$ cat src/rtl/output_stream_packer.sv
// ============================================================================
// Module   : output_stream_packer
// Purpose  : Buffers 64-bit engine output words in a FIFO and serializes each
//            word into two 32-bit beats (low half first) on a valid/ready
//            stream. Reports occupancy, sticky overflow and dropped words.
// Options  : OUTPUT_PACKER_DROP_CNT_EN - when defined, drop_cnt counts dropped
//            words (saturating); otherwise drop_cnt is tied to zero.
// Revision : 1.0 - initial release
// ============================================================================
`default_nettype none

module output_stream_packer #(
  parameter int DEPTH = 8,
  parameter int CNT_W = $clog2(DEPTH) + 1
) (
  input  logic             clk,
  input  logic             reset,
  input  logic             clear,
  input  logic             in_valid,
  input  logic [63:0]      in_data,
  output logic             in_ready,
  output logic             out_valid,
  output logic [31:0]      out_data,
  output logic [3:0]       out_strb,
  input  logic             out_ready,
  output logic [CNT_W-1:0] count,
  output logic             empty,
  output logic             overflow,
  output logic [15:0]      drop_cnt
);

  localparam int PTR_W = (DEPTH > 1) ? $clog2(DEPTH) : 1;
  localparam logic [CNT_W-1:0] DEPTH_CNT = CNT_W'(DEPTH);

  logic [63:0]      mem [DEPTH];
  logic [PTR_W-1:0] wp;
  logic [PTR_W-1:0] rp;
  logic [CNT_W-1:0] cnt;
  logic             ph;
  logic             ovf;

  logic             beat;
  logic             pop_entry;
  logic             push;
  logic             drop;
  logic             not_full;

  // Handshake qualification: a full FIFO may still accept a word when the
  // final beat of the head entry leaves in the same cycle. clear wins.
  always_comb begin
    not_full  = (cnt < DEPTH_CNT);
    beat      = out_valid && out_ready;
    pop_entry = beat && ph;
    push      = in_valid && !clear && (not_full || pop_entry);
    drop      = in_valid && !clear && !push;
  end

  // Output view is derived from registered state only (no path from out_ready).
  always_comb begin
    out_valid = (cnt != '0);
    out_data  = '0;
    if (out_valid) begin
      out_data = ph ? mem[rp][63:32] : mem[rp][31:0];
    end
    out_strb  = out_valid ? 4'hF : 4'h0;
    in_ready  = not_full;
    count     = cnt;
    empty     = (cnt == '0);
    overflow  = ovf;
  end

  // Storage array write; contents are only observed while cnt > 0.
  always_ff @(posedge clk) begin
    if (push) begin
      mem[wp] <= in_data;
    end
  end

  // Pointers, occupancy, beat phase and sticky overflow.
  always_ff @(posedge clk or posedge reset) begin
    if (reset) begin
      wp  <= '0;
      rp  <= '0;
      cnt <= '0;
      ph  <= 1'b0;
      ovf <= 1'b0;
    end else if (clear) begin
      wp  <= '0;
      rp  <= '0;
      cnt <= '0;
      ph  <= 1'b0;
      ovf <= 1'b0;
    end else begin
      if (push) begin
        wp <= wp + PTR_W'(1);
      end
      if (pop_entry) begin
        rp <= rp + PTR_W'(1);
      end
      if (beat) begin
        ph <= ~ph;
      end
      case ({push, pop_entry})
        2'b10:   cnt <= cnt + CNT_W'(1);
        2'b01:   cnt <= cnt - CNT_W'(1);
        default: cnt <= cnt;
      endcase
      if (drop) begin
        ovf <= 1'b1;
      end
    end
  end

`ifdef OUTPUT_PACKER_DROP_CNT_EN
  logic [15:0] drops;

  // Saturating count of words lost because the FIFO was full.
  always_ff @(posedge clk or posedge reset) begin
    if (reset) begin
      drops <= '0;
    end else if (clear) begin
      drops <= '0;
    end else if (drop && (drops != 16'hFFFF)) begin
      drops <= drops + 16'd1;
    end
  end

  assign drop_cnt = drops;
`else
  assign drop_cnt = 16'h0000;
`endif

endmodule

`default_nettype wire

$ cat config.mk
export PLATFORM = sky130hd
export DESIGN_NAME = output_stream_packer
export DESIGN_NICKNAME = d
export VERILOG_FILES = /design/src/rtl/output_stream_packer.sv
export SDC_FILE = /design/constraint.sdc
export NUM_CORES = 1
export LEC_CHECK = 0
export BUFFER_PORTS_ARGS = -buffer_cell sky130_fd_sc_hd__buf_2
export CORE_ASPECT_RATIO = 0.7
export CORE_MARGIN = 2
export CORE_UTILIZATION = 55
export CTS_BUF_LIST = sky130_fd_sc_hd__clkbuf_16
export CTS_CLUSTER_DIAMETER = 40
export DETAILED_ROUTE_END_ITERATION = 8
export GPL_TIMING_DRIVEN = 0
export PLACE_DENSITY = 0.78
export REMOVE_ABC_BUFFERS = 1
export SYNTH_ARGS = -nofsm -noshare
export SYNTH_HDL_FRONTEND = slang
export SYNTH_SLANG_ARGS = --single-unit
$ cat constraint.sdc
create_clock -name clk -period 11.2 [get_ports clk]
set_input_delay 0.56 -clock clk [delete_from_list [all_inputs] [get_ports clk]]
set_output_delay 0.56 -clock clk [all_outputs]
set_load 0.01 [all_outputs]
==> results.yml <==
floorplan:
  start_util: 0.560
  die_height_um: 167
  ios: 129
  dieWidth_um: 237
  row_count: 59
  core_area_mm2: 0.0373
  fp.dieArea_mm2: 0.0396
power:
  clkPwrFrac: 0.416
  p_comb_frac: 0.063
  internal-power_mw: 3.31
  p_total_mw: 4.21
  power_frac_seq: 0.522
  cellLeakagePower_nw: 7.60
  switchingPower_mw: 0.901
  power_density_mw_per_mm2: 175
  sw_frac_of_total: 0.214
  ir_drop_mv: 0.114
critical_path:
  crit_fanout: 63
  crit_arrival_ns: 3.64
  r2r_setup_slack_ns: 8.09
  worst_ep_required_time_ns: 10.64
  crit_path_end_kind: "output pin"
  cp-start-kind: "register"
  worstSetupPathType: "register to output pin"
place:
  dp_worst_setup_slack_ns: 7.61
  place_area_mm2: 0.0224
  post-place-cells: 1648
  port_buffers: 112
  gp_congestion: 0.716
  dp_hpwl_mm: 25.1
job:
  maxCapViolations: 0
sta:
  fmax_mhz: 238
  timing.final.ws_setup_ns: 7.00
  finClkSkew_ns: 0.0161
  period_needed_ns: 4.20
  hold_ws_ns: -0.00124
  fin_crit_sh: 0.375
  report.final.hold_viol_count: 4
  worstMarginPinSlew_ns: 1.16
  slew-limit-headroom: 0.228
  setup_viol: 0
  report.final.slew_viol_count: 0
  rsz0062_at_grt: "no"
  fin_tns_setup_ns: 0
finish:
  syn_to_final_growth_pct: 15.4
  fin_util: 0.647
  multi_input_area_mm2: 0.00476
  layout-drive-gt1-share: 0.276
  layout.cells.non_filler: 1742
  nets: 1286
  final_area_mm2: 0.0241
  fill_cells: 2468
  register_area_mm2: 0.0157
clock_network:
  cts_max_level: 2
  cts_tree: "built"
  cts_buffers: 51
  post_cts_buffers: 0
  hold_buffers: 0
  clock_path_buffers: 3
  clock_sinks: 524
  cts-resized-gates: 0
  clock-root-buffer: "clkbuf_16"
  path_clk_slew_ns: 0.06
  clock_latency_ns: 0.58
global_route:
  grt_pass1_wl_mm: 63.8
  grt_usage: 0.214
  antenna_found_initial: 6
  grt_overflow_total: 0
  grt_max_degree: 64
  first_global_vias: 10657
synth:
  yosysSeqAreaShare: 0.750
  synth_area_per_cell_um2: 19.4
  synth_seq_cells: 524
  synth_flop_cell: "edfxtp_1"
  synth.distinct_cells: 49
  syn-cell-area_mm2: 0.0209
  synth_cells: 1075
  synth-edff-count: 512
  async_flop_share: 0.0229
  yosysWarnings: 0
detailed_routing:
  drc: 0
  antenna_left: 0
  wirelength_mm: 41.7
  wl_per_cell_um: 23.9
  dr.pass1.iters: 5
  route.vias.total: 10456
  viasPerCell: 6.00
  drt_iter0_drc: 979
run_status:
  status: "complete, but fails checks"
  violations: "negative hold slack"
hold_path:
  hold_path.class: "input pin to asynchronous set/reset pin"
## area by class of cell
class | count | area share
Timing Repair Buffer | 152 | 0.0544
Clock buffer | 53 | 0.0550
Antenna cell | 1 | 0.000104
Tap cell | 488 | 0.0253
Multi-Input combinational cell | 481 | 0.197
Clock inverter | 40 | 0.0165
Inverter | 3 | 0.000675
Sequential cell | 524 | 0.651
## registers in the layout (all words and copies together) (netlist names)
name	cells
mem	512
rp	3
overflow	1
count	4
wp	3
ph	1
## synth_stat cells (16+ instances only)
master / instances / area, um^2
mux2_2: 25 / 282
nand2_1: 23 / 86.3
o211ai_1: 16 / 120
nor2_1: 22 / 82.6
mux4_2: 68 / 1530
mux2i_1: 112 / 1120
a211oi_1: 26 / 195
nand3_1: 17 / 85.1
o21ai_0: 16 / 80.1
clkbuf_1: 22 / 82.6
buf_4: 31 / 233
buf_6: 16 / 180
edfxtp_1: 512 / 15400
a22oi_1: 28 / 210
## cells by family after synthesis
group,count (synthesis),share of synthesized area
AOI/OAI and AO/OA,146,0.0510
xor gates and xnor gates,6,0.00252
and+or+nand+nor,104,0.0253
other,1,0.000180
adders and majority gates,4,0.00240
muxes,205,0.140
DFF,524,0.750
buffers and inverters,85,0.0276
## cell usage in the layout, fill, tap and decap left out, drive strengths merged, types with 7 or more instances in the layout
cell	Yosys	final
a211oi	26	26
a21boi	11	11
a22oi	28	28
a31o	8	8
a32oi	8	8
buf	59	152
bufinv	0	7
clkbuf	23	53
clkinv	1	23
conb	1	16
dfrtp	12	12
edfxtp	512	512
inv	2	12
mux2	25	25
mux2i	112	112
mux4	68	68
nand2	24	24
nand2b	14	14
nand3	17	17
nor2	23	23
nor2b	13	13
nor3	7	7
o211ai	16	16
o21ai	28	28
o2bb2ai	8	8
## layer usage
metal	vias to the layer above	share of wire	GRT usage	wire (um)
li1	4641	-	-	-
met1	5366	0.43	0.304	18100
met2	377	0.48	0.345	20000
met3	64	0.069	0.0423	2890
met4	8	0.016	0.0534	671
met5	-	0.0011	0	45
## power groups by stage
stage / combinational, mW / clock [mW] / sequential (mW)
after floorplan: 0.144 / 0 / 2.25
after global placement: 0.252 / 0 / 2.26
after detailed placement: 0.267 / 0 / 2.24
after CTS: 0.268 / 1.78 / 2.20
after global routing: 0.286 / 1.85 / 2.20
final: 0.265 / 1.75 / 2.20
## final timing paths
path,startpoint,to,depth (start not counted)
max in group asynchronous,reset,rp[2],2
setup reg to reg,ph,mem[5][33],6
hold / removal,reset,count[3],2
min in group clk,in_data[51],mem[7][51],1
hold reg to reg,overflow,overflow,2
setup / recovery,rp[1],out_data[22],6
## worst max-delay path: stages (launching register included)
cell and delay (ns):
dfrtp_4 0.97, buf_16 0.35, and2_0 0.95, a22oi_1 0.17, nand3_1 0.15, o21ai_0 0.20
buf_2 0.22
Note: power is estimated with default switching activity, not from simulation.
